[src/rtl/sort_stream_ctrl.sv]
// sort_stream_ctrl: serial-to-parallel loader and parallel-to-serial drainer
// wrapped around an external combinational N-lane sorter. Samples arrive one
// per valid/ready beat, are presented in parallel on sort_in, and the sorter's
// result is captured once and replayed lane 0..N-1 with a last-beat flag.
module sort_stream_ctrl #(
  parameter int W = 5,
  parameter int N = 6
) (
  input  logic           clk,
  input  logic           rst_n,
  input  logic           in_valid,
  output logic           in_ready,
  input  logic [W-1:0]   in_data,
  output logic [N*W-1:0] sort_in,
  input  logic [N*W-1:0] sort_out,
  output logic           out_valid,
  input  logic           out_ready,
  output logic [W-1:0]   out_data,
  output logic           out_last,
  output logic           busy
);

  // Counter width; N need not be a power of two, so wrap is explicit at N-1.
  localparam int CW = (N > 1) ? $clog2(N) : 1;
  localparam logic [CW-1:0] LAST = CW'(N - 1);

  typedef enum logic [1:0] {
    LOAD  = 2'd0,
    SORT  = 2'd1,
    DRAIN = 2'd2
  } state_t;

  state_t          state_reg, state_next;
  logic [CW-1:0]   lcnt_reg, lcnt_next;
  logic [CW-1:0]   dcnt_reg, dcnt_next;
  logic [N*W-1:0]  obuf_flat;
  logic            in_fire;
  logic            out_fire;

  // Handshakes depend only on registered state plus the partner's strobe.
  assign in_fire  = in_valid  && (state_reg == LOAD);
  assign out_fire = out_ready && (state_reg == DRAIN);

  // Per-lane load and output buffers. Each lane is its own register so the
  // sorter sees all lanes in parallel and the drain mux reads any lane.
  for (genvar gi = 0; gi < N; gi++) begin : g_lane
    logic [W-1:0] lbuf_reg;
    logic [W-1:0] obuf_reg;

    // Load buffer: written only in LOAD, at the lane addressed by lcnt.
    always_ff @(posedge clk or negedge rst_n) begin
      if (!rst_n) begin
        lbuf_reg <= '0;
      end else if (in_fire && (lcnt_reg == CW'(gi))) begin
        lbuf_reg <= in_data;
      end
    end

    // Output buffer: snapshot of the sorter result during the single SORT cycle.
    always_ff @(posedge clk or negedge rst_n) begin
      if (!rst_n) begin
        obuf_reg <= '0;
      end else if (state_reg == SORT) begin
        obuf_reg <= sort_out[gi*W +: W];
      end
    end

    assign sort_in[gi*W +: W]   = lbuf_reg;
    assign obuf_flat[gi*W +: W] = obuf_reg;
  end

  // State and counter registers.
  always_ff @(posedge clk or negedge rst_n) begin
    if (!rst_n) begin
      state_reg <= LOAD;
      lcnt_reg  <= '0;
      dcnt_reg  <= '0;
    end else begin
      state_reg <= state_next;
      lcnt_reg  <= lcnt_next;
      dcnt_reg  <= dcnt_next;
    end
  end

  // Next-state logic and output decode from registered state only.
  always_comb begin
    state_next = state_reg;
    lcnt_next  = lcnt_reg;
    dcnt_next  = dcnt_reg;
    in_ready   = 1'b0;
    out_valid  = 1'b0;
    out_data   = '0;
    out_last   = 1'b0;
    busy       = (state_reg != LOAD);

    case (state_reg)
      LOAD: begin
        in_ready = 1'b1;
        if (in_fire) begin
          if (lcnt_reg == LAST) begin
            lcnt_next  = '0;
            state_next = SORT;
          end else begin
            lcnt_next = lcnt_reg + CW'(1);
          end
        end
      end

      SORT: begin
        state_next = DRAIN;
      end

      DRAIN: begin
        out_valid = 1'b1;
        out_data  = obuf_flat[dcnt_reg*W +: W];
        out_last  = (dcnt_reg == LAST);
        if (out_fire) begin
          if (dcnt_reg == LAST) begin
            dcnt_next  = '0;
            state_next = LOAD;
          end else begin
            dcnt_next = dcnt_reg + CW'(1);
          end
        end
      end

      default: begin
        state_next = LOAD;
        lcnt_next  = '0;
        dcnt_next  = '0;
      end
    endcase
  end

endmodule

[config.mk]
export PLATFORM = sky130hd
export DESIGN_NAME = sort_stream_ctrl
export DESIGN_NICKNAME = d
export VERILOG_FILES = /design/src/rtl/sort_stream_ctrl.sv
export SDC_FILE = /design/constraint.sdc
export NUM_CORES = 1
export LEC_CHECK = 0
export CAP_MARGIN = 10
export CORE_ASPECT_RATIO = 1.5
export CORE_MARGIN = 2
export CORE_UTILIZATION = 35
export DETAILED_ROUTE_END_ITERATION = 8
export SKIP_CTS_REPAIR_TIMING = 1
export SLEW_MARGIN = 20
export SYNTH_ARGS = -nofsm -noshare
export SYNTH_HDL_FRONTEND = slang
export SYNTH_SLANG_ARGS = --single-unit
[constraint.sdc]
create_clock -name clk -period 5.9 [get_ports clk]
set_clock_uncertainty 0.05 [all_clocks]
set_input_delay 1.18 -clock clk [delete_from_list [all_inputs] [get_ports clk]]
set_output_delay 1.18 -clock clk [all_outputs]
set_load 0.02 [all_outputs]
# After elaboration in Yosys (flattened, before gate mapping)

Index checks and enable logic that the tools add are counted.

Flip-flop bits (word level): 68
Output and inout bits: 39
Bits of input ports: 39
Logic and storage cells: 64

Reductions and logical operators: 16
Equal/unequal tests: 12
Muxes and demuxes: 15
Shifts and indexed selects: 1
Multipliers: 1
Add/sub/neg operators: 2
Bitwise gates (word level): 2

Operators by type and width:

| operator                                                              | count |
|---|---|
| 30-bit by 7-bit variable part select with 5-bit output                | 1 |
| 3-bit two-way mux                                                     | 4 |
| 3-bit case mux with 2 select lines                                    | 2 |
| 3-bit equality test, second input constant                            | 3 |
| 1-bit logical AND                                                     | 8 |
| 2-bit two-way mux                                                     | 4 |
| 3-bit by 1-bit adder with 3-bit output, second input constant         | 2 |
| 3-bit by 2-bit equality test with 1-bit output, second input constant | 2 |
| 3-bit by 3-bit multiplier with 6-bit output, second input constant    | 1 |
| 2-bit case mux with 3 select lines                                    | 1 |
| 5-bit two-way mux                                                     | 1 |
| 2-bit by 1-bit != test with 1-bit output, second input constant       | 2 |
| 2-bit != test, second input constant                                  | 2 |
| 2-bit AND reduction                                                   | 2 |
| 4-bit AND reduction                                                   | 1 |
| 2-bit OR reduction                                                    | 2 |
| 3-bit by 1-bit equality test with 1-bit output, second input constant | 1 |
| 3-bit logical NOT                                                     | 1 |
| 1-bit two-way mux                                                     | 3 |
| 2-bit by 1-bit equality test with 1-bit output, second input constant | 1 |
| 2-bit equality test, second input constant                            | 1 |
| 2-bit logical NOT                                                     | 1 |
| 1-bit NOT                                                             | 2 |
| 2-bit nonzero test                                                    | 1 |

# Logic depth before layout (Yosys ltp)

Depth in word-level cells: 4
Depth in mapped cells: 6
Mapped depth without buffers: 6

# Worst setup path after synthesis

OpenSTA, ideal clock, no wires.

Path kind: register -> output
Start point: register dcnt_reg[0]
End point: output port out_data[2]
Arrival time: 1337 ps
Cell stages (with the launch flop): 5
Path slack: 3333 ps
Required time: 4670 ps
Buffers on the path: 1
Cell sequence: dfrtp_1 > buf_4 > mux4_2 > inv_1 > o22ai_1

Word-level cells in the longest chain between the ends: 3

Ends and longest elaborated chain:

| item                                                   | line | text |
|---|---|---|
| start: declaration                                     | 35   | `logic [CW-1:0] dcnt_reg, dcnt_next;` |
| start signal: assignment                               | 81   | `dcnt_reg <= dcnt_next;` |
| 3-bit by 3-bit multiplier with 6-bit output            | 115  | `out_data = obuf_flat[dcnt_reg*W +: W];` |
| 30-bit by 7-bit variable part select with 5-bit output | 115  |  |
| 5-bit two-way mux                                      | 96   | `case (state_reg)` |
| end: declaration                                       | 18   | `output logic [W-1:0] out_data,` |

No other way between the ends.

# Worst setup path after layout

Start point: register dcnt_reg[0]
End point: output port out_data[1]

The elaborated chain is that of the path after synthesis.

==> results.json <==
{
  "ioPinCount": 78,
  "numClockSinks": 68,
  "clock.fmax_mhz": 279,
  "syn_nets": 254,
  "grt_pass1_vias": 2080,
  "viasPerCell": 4.86,
  "cp.required_ns": 4.67,
  "grt_remaining_overflow": 0,
  "drive_gt1_share_pct": 29.9,
  "outcome": "complete, no violations",
  "regArea_sq_um": 1700,
  "drc": 0,
  "hold_viol": 0,
  "maxCapViolCount": 0,
  "post-route-util_pct": 49.8,
  "syn2layout_area_growth_pct": 38.3,
  "fillCellCount": 768,
  "clk_path_buf_depth": 2,
  "die_y_um": 118,
  "dp_cells": 387,
  "synth_edf_count": 0,
  "critPathCaptureType": "output pin",
  "fin_crit_sh_pct": 60.7,
  "htree_levels": 3,
  "peakVddDrop_mv": 0.281,
  "fp.coreArea_sq_um": 8410,
  "finalSetupViolations": 0,
  "hold_path.class": "reg -> reg",
  "cts_tree": "yes",
  "ys_types": 32,
  "wire_per_inst_um": 16.5,
  "worst-setup-path-type": "reg -> out",
  "p_leak_uw": 0.00181,
  "fin_tns_setup_ns": 0,
  "synth_warnings": 0,
  "slew_viol_final": 0,
  "globalRouteMet1Util_pct": 17.3,
  "multiInputGateArea_sq_um": 1240,
  "grt_util_met2_pct": 25.0,
  "power_uw": 2280,
  "cts_root_buf": "clkbuf_16",
  "synthArstFlopShare_pct": 100,
  "via_count": 1948,
  "syn-cell-area_sq_um": 3030,
  "place_congestion": 0.759,
  "rows": 41,
  "clkLatencyLatePin_ns": 0.32,
  "synth_area_leader_cell": "dfrtp_1",
  "final_common_cell": "clkdlybuf4s50_1",
  "layout_min_cycle_time_ns": 3.58,
  "grt.met3_usage_pct": 6.60,
  "synth.area.top_cells": "dfrtp_1 (56%), mux2_2 (19%), mux2_4 (5.0%)",
  "cts_buffers": 9,
  "port-buffer-count": 77,
  "worstPathMaxFanout": 13,
  "worst_pin_slew_ns": 0.862,
  "antenna_found_initial": 0,
  "layout_common_cells": "clkdlybuf4s50_1 (76), dfrtp_1 (68), mux2_2 (52)",
  "fin_nets": 337,
  "rsz0062_at_grt": "no",
  "antennaDiodeCount": 0,
  "fp.dieArea_sq_um": 9440,
  "grt_max_degree": 69,
  "busiest_layer": "met2",
  "ys_seq_area_share_pct": 56.1,
  "path_clk_slew_ns": 0.05,
  "ys.flop_type": "dfrtp_1",
  "powerDensity_nw_per_um2": 544,
  "worstSetupStartpointType": "flip-flop",
  "drt_iter0_markers": 36,
  "layoutNonFillerInstCount": 401,
  "yosysTopAreaCellShare_pct": 56.1,
  "dr.pass1.iters": 3,
  "die-width_um": 80.0,
  "wl_um": 6630,
  "postRouteAntennaNets": 0,
  "synth_area_per_cell_sq_um": 14.6,
  "start_util_pct": 36.0,
  "syn_inst": 208,
  "cp.arrival_ns": 2.35,
  "slew_headroom_pct": 42.5,
  "place_hpwl_um": 4830,
  "track_usage_pct": 15.2,
  "grt_pass1_wl_um": 10800,
  "ys_seq_elements": 68
}
[routing by layer]
layer	up-vias	share of wire (%)	routed length (um)
li1	912	-	-
met1	959	41	2690
met2	67	50	3330
met3	10	7.7	510
met4	0	1.4	95
met5	-	0	0
[critical path, cell delays in order (launching register included)]
cell	delay, ns
dfrtp_1	0.75
mux4_2	0.58
inv_1	0.07
o22ai_1	0.08
clkdlybuf4s50_1	0.55
[power breakdown]
part           total (uW)  leakage (uW)  switching (uW)  internal [uW]
clock                 527      0.000145             183            344
sequential            816      0.000842             140            676
combinational         939      0.000820             408            531
[final timing paths]
path / start / to / slack, ns / depth (start not counted)
setup / recovery: dcnt_reg[0]$_DFFE_PN0P_ / out_data[1] / 2.32 / 4
hold / removal: g_lane[4].obuf_reg[4]$_DFFE_PN0N_ / g_lane[4].obuf_reg[4]$_DFFE_PN0N_ / 0.45 / 1
setup reg to reg: state_reg[0]$_DFFE_PN0P_ / g_lane[0].lbuf_reg[0]$_DFFE_PN0P_ / 3.76 / 5
hold reg to reg: g_lane[4].obuf_reg[4]$_DFFE_PN0N_ / g_lane[4].obuf_reg[4]$_DFFE_PN0N_ / 0.45 / 1
max in group asynchronous: rst_n / g_lane[0].obuf_reg[0]$_DFFE_PN0N_ / 4.23 / 2
min in group asynchronous: rst_n / g_lane[4].obuf_reg[0]$_DFFE_PN0N_ / 0.99 / 2
[through the flow]
stage               hold slack (ns)  setup slack (ns)  instance area, sq um
floorplan                     0.425              3.33                  3030
global placement              0.438              2.69                  3900
detailed placement            0.445              2.64                  3900
CTS                           0.458              2.28                  4190
global route                  0.474              2.20                  4190
finish                        0.453              2.32                  4190
[cell usage after synthesis, types with 2 or more instances]
master    count
o31ai_1       2
nand3b_1      3
mux2i_1       5
buf_1         3
mux2_4       10
nor2_1        4
nand3_1       3
o21ai_0       4
mux2_2       52
inv_1        12
nor2b_1       2
nand2_1       4
mux4_2        5
buf_6         2
dfrtp_1      68
nor3_1        3
o22ai_1       5
ha_1          7
[logic make-up after synthesis]
| family | Yosys count | synth area share, % |
|---|---|---|
| DFF | 68 | 56.1 |
| and+or+nand+nor | 27 | 5.20 |
| AOI/OAI and AO/OA | 14 | 3.05 |
| muxes | 72 | 29.6 |
| adders and majority gates | 7 | 2.89 |
| buffers and inverters | 20 | 3.10 |
[final cells by class]
cell class | count | area share (%)
Timing Repair Buffer | 79 | 18.6
Tap cell | 107 | 3.19
Inverter | 13 | 1.16
Sequential cell | 68 | 40.6
Clock buffer | 12 | 6.12
Clock inverter | 2 | 0.836
Multi-Input combinational cell | 120 | 29.5
No activity file was read; power rests on OpenSTA's default activity.
==> edit 1, RTL diff (config.mk and constraints unchanged) <==
Encoding of `state_t`: now one-hot (3 bits for 3 states).
--- a/src/rtl/sort_stream_ctrl.sv
+++ b/src/rtl/sort_stream_ctrl.sv
@@ -24,10 +24,10 @@
   localparam int CW = (N > 1) ? $clog2(N) : 1;
   localparam logic [CW-1:0] LAST = CW'(N - 1);
 
-  typedef enum logic [1:0] {
-    LOAD  = 2'd0,
-    SORT  = 2'd1,
-    DRAIN = 2'd2
+  typedef enum logic [2:0] {
+    LOAD  = 3'b001,
+    SORT  = 3'b010,
+    DRAIN = 3'b100
   } state_t;
 
   state_t          state_reg, state_next;
Formal check against the unedited RTL: same outputs for any inputs over 10 cycles, from zero or initial values and one cycle with rst_n low; not proved beyond that.
==> edit 1 against the original RTL <==
Sequential cell count grew 1. Setup slack lost 0.080 ns. Synthesized area grew 2.1%. Combinational power shrank 27%. Core utilization shrank 0.52 points. Final area grew 2.6%. Count of clock-buffer cells in the layout shrank 2. Total power shrank 9.0%. Hold slack lost 0.021 ns. Fmax shrank 2.2%. Die area grew 2.1%. Synthesized cell count shrank 0.48%. Routed wire length shrank 3.3%. Critical path type unchanged.
==> edit 1: results <==
[synth]
synth_area_leaders = "dfrtp_1, mux2_2, mux4_2"
synth_xor_area_share_pct = 0.283
synthTopCellsByCount = "dfrtp_1, mux2_2, inv_1"
synth_fa_ha_area_share_pct = 0.404
synth_compound_area_share_pct = 3.11
synth_mux_area_share_pct = 27.8
yosysSeqAreaShare_pct = 55.8

[outcome]
outcome = "completed"

[drt]
viasPerCell = 4.84
drt_first_pass_iters = 4

[pwr]
peakVddDrop_uv = 205
p_leak_nw = 1.84

[placed_design]
place_congestion = 0.716
placed_area_um2 = 3950

[sta]
whs_ns = 0.433
worst_pin_slew_ns = 0.768

[global_routing]
grt_max_degree = 63
grt_pass1_wl_um = 10500

[worst_setup_path]
cp_max_fo = 15
rr_startpoint = "state_reg[0]$_DFFE_PN1P_"
cp.arrival_ns = 2.43
r2r-end = "lcnt_reg[1]$_DFFE_PN0P_"

[finish]
nets = 328
nFillCells = 811
drive_gt1_share_pct = 32.4
-- edit 1: cell count changes in the layout (fill, tap and decap cells not counted), moves of 3 or more --
cell | unedited run | this run
mux2_4 | 10 | 0
mux2_2 | 52 | 60
ha_1 | 7 | 1
inv_1 | 12 | 9
nand3_1 | 3 | 0
nor3b_1 | 0 | 3
-- edit 1: where the power goes --
group          total (mW)  switching [mW]  internal (mW)  leakage (nW)
Combinational       0.689           0.285          0.404         0.779
Sequential          0.764           0.129          0.635         0.893
Clock               0.622           0.199          0.423         0.165
-- edit 1: logic make-up (layout without fill, tap and decap cells) --
group                    after synthesis  after routing
buffers and inverters                 18            104
XOR/XNOR                               1              1
adder cells (fa/ha/maj)                1              1
flip-flops                            69             69
multiplexers                          72             72
AND/OR/NAND/NOR                       32             32
AO/OA/AOI/OAI                         14             14
-- edit 1: final cells by class --
cell class / instances / area (um2) / share of cell area (%)
Sequential cell: 69 / 1730 / 40.2
Multi-Input combinational cell: 120 / 1270 / 29.6
Timing Repair Buffer: 79 / 781 / 18.2
Clock buffer: 10 / 239 / 5.56
Tap cell: 110 / 138 / 3.20
Clock inverter: 6 / 110 / 2.56
Inverter: 9 / 33.8 / 0.785
-- edit 1: routing by layer --
layer  global-route usage (%)  routed length [um]
met1                     16.0                2470
met2                     25.1                3410
met3                     5.23                 407
met4                     6.67                 123
met5                        0                   0
-- edit 1: how the worst max path moves through the flow --
stage | from | slack, ns | to | depth (start not counted)
2_1_floorplan | state_reg[0]$_DFFE_PN1P_ | 3.01 | out_data[3] | 4
3_3_place_gp | dcnt_reg[0]$_DFFE_PN0P_ | 2.59 | out_data[3] | 4
3_5_place_dp | dcnt_reg[0]$_DFFE_PN0P_ | 2.57 | out_data[3] | 4
4_1_cts | dcnt_reg[0]$_DFFE_PN0P_ | 2.20 | out_data[0] | 4
5_1_grt | dcnt_reg[0]$_DFFE_PN0P_ | 2.05 | out_data[4] | 4
6_report | dcnt_reg[0]$_DFFE_PN0P_ | 2.24 | out_data[4] | 4
-- edit 1: stage by stage --
stage               setup slack [ns]  instances  utilization, %
CTS                             2.20        403            49.3
global route                    2.05        403            49.3
detailed placement              2.57        387            45.3
finish                          2.24        403            49.3
floorplan                       3.01        207               -
global placement                2.59        387            45.3
==> edit 2, RTL diff (config.mk and constraints unchanged) <==
Made on the original files. `W`: 5 -> 10.
--- a/src/rtl/sort_stream_ctrl.sv
+++ b/src/rtl/sort_stream_ctrl.sv
@@ -3,7 +3,7 @@
 // per valid/ready beat, are presented in parallel on sort_in, and the sorter's
 // result is captured once and replayed lane 0..N-1 with a last-beat flag.
 module sort_stream_ctrl #(
-  parameter int W = 5,
+  parameter int W = 10,
   parameter int N = 6
 ) (
   input  logic           clk,
Interface: changed (resized in_data, out_data, sort_in and sort_out); port bits go from 78 to 148. No check against the original RTL was run, so the function may have changed too.
==> edit 2 against the original RTL <==
Routed wire length is 100% higher. Count of clock-buffer cells in the layout is 7 higher. Total power is 88% higher. Sequential cell count is 60 higher. Synthesized area is 82% higher. Die area is 78% higher. Sequential power is 85% higher. Sequential share of layout area is 0.67 points higher. Setup slack worse by 0.25 ns. First-iteration DRC count grew to 3.0 times the old value. Final area is 85% higher. Largest power group unchanged.
==> edit 2: results <==
[outcome]
outcome = "completed"

[synth]
synth_area_leaders = "dfrtp_1, mux2_2, mux2_4"
synthTopCellsByCount = "dfrtp_1, mux2_2, mux2_4"
synth_fa_ha_area_share_pct = 1.59
synth_mux_area_share_pct = 31.9
yosysSeqAreaShare_pct = 58.0
synth_compound_area_share_pct = 2.85

[global_routing]
grt_pass1_vias = 3894
grt_usage_pct = 16.3
grt_pass1_wl_um = 21100

[finish]
drive_gt1_share_pct = 33.1
nets = 598

[pwr]
p_leak_nw = 3.32

[drt]
drtIter0Drc = 107
viasPerCell = 4.82

[placed_design]
placed_area_um2 = 7190
dp_hpwl_um = 9140
io_buffers = 147
place_ws_ns = 2.47
place_congestion = 0.724

[worst_setup_path]
r2r_slack_ns = 3.50
cp.arrival_ns = 2.59
cp_max_fo = 19
cpLargestDelayFamily = "buffers and inverters"
cp_slowest_stage_delay_ns = 0.57

[sta]
worst_pin_slew_ns = 1.00
[edit 2: cell count changes after synthesis, moves of 4 or more]
cell and delta:
dfrtp_1 +60, mux2_2 +49, mux2_4 +10, clkbuf_1 +9, inv_1 +5, mux2i_1 +5
mux4_2 +5, o22ai_1 +5, o21ai_0 +4
[edit 2: cell families (layout without fill, tap and decap cells)]
logic type                 after synthesis  count (layout)
AOI/OAI and AO/OA                       25              25
adders and majority gates                7               7
and+or+nand+nor                         28              28
buffers and inverters                   34             200
DFF                                    128             128
muxes                                  141             141
[edit 2: final cells by class]
cell class / instances / area (um2)
repair buffers: 150 / 1500
flip-flops and latches: 128 / 3200
multi-input cells: 201 / 2180
inverters: 19 / 71.3
fillers: 1382 / 7790
well taps: 203 / 254
clock inverters: 12 / 109
clock buffers: 19 / 453
[edit 2: how the worst max path moves through the flow]
stage               slack [ns]  cells after the start          end
finish                    2.08                      5  out_data[6]
global route              1.91                      5  out_data[6]
CTS                       2.03                      5  out_data[9]
detailed placement        2.47                      5  out_data[9]
global placement          2.48                      5  out_data[9]
floorplan                 3.27                      5  out_data[7]
[edit 2: power breakdown]
group / switching [mW] / internal [mW]
registers: 0.236 / 1.28
clock network: 0.395 / 0.602
logic: 0.777 / 1.01
[edit 2: worst reg2reg max path: cells and delay by family, from the launching register on]
family	cells	cell delay (ns)
DFF	1	0.40
and+or+nand+nor	1	0.90
muxes	1	0.42
adders and majority gates	1	0.26
buffers and inverters	2	0.25
[edit 2: per-layer routing]
layer | wire [um] | part of all wire [%] | GRT usage [%]
met5 | 0 | 0 | 0
met2 | 6770 | 51 | 28.6
met1 | 5400 | 41 | 18.7
met3 | 1020 | 7.7 | 6.22
met4 | 95 | 0.72 | 3.90
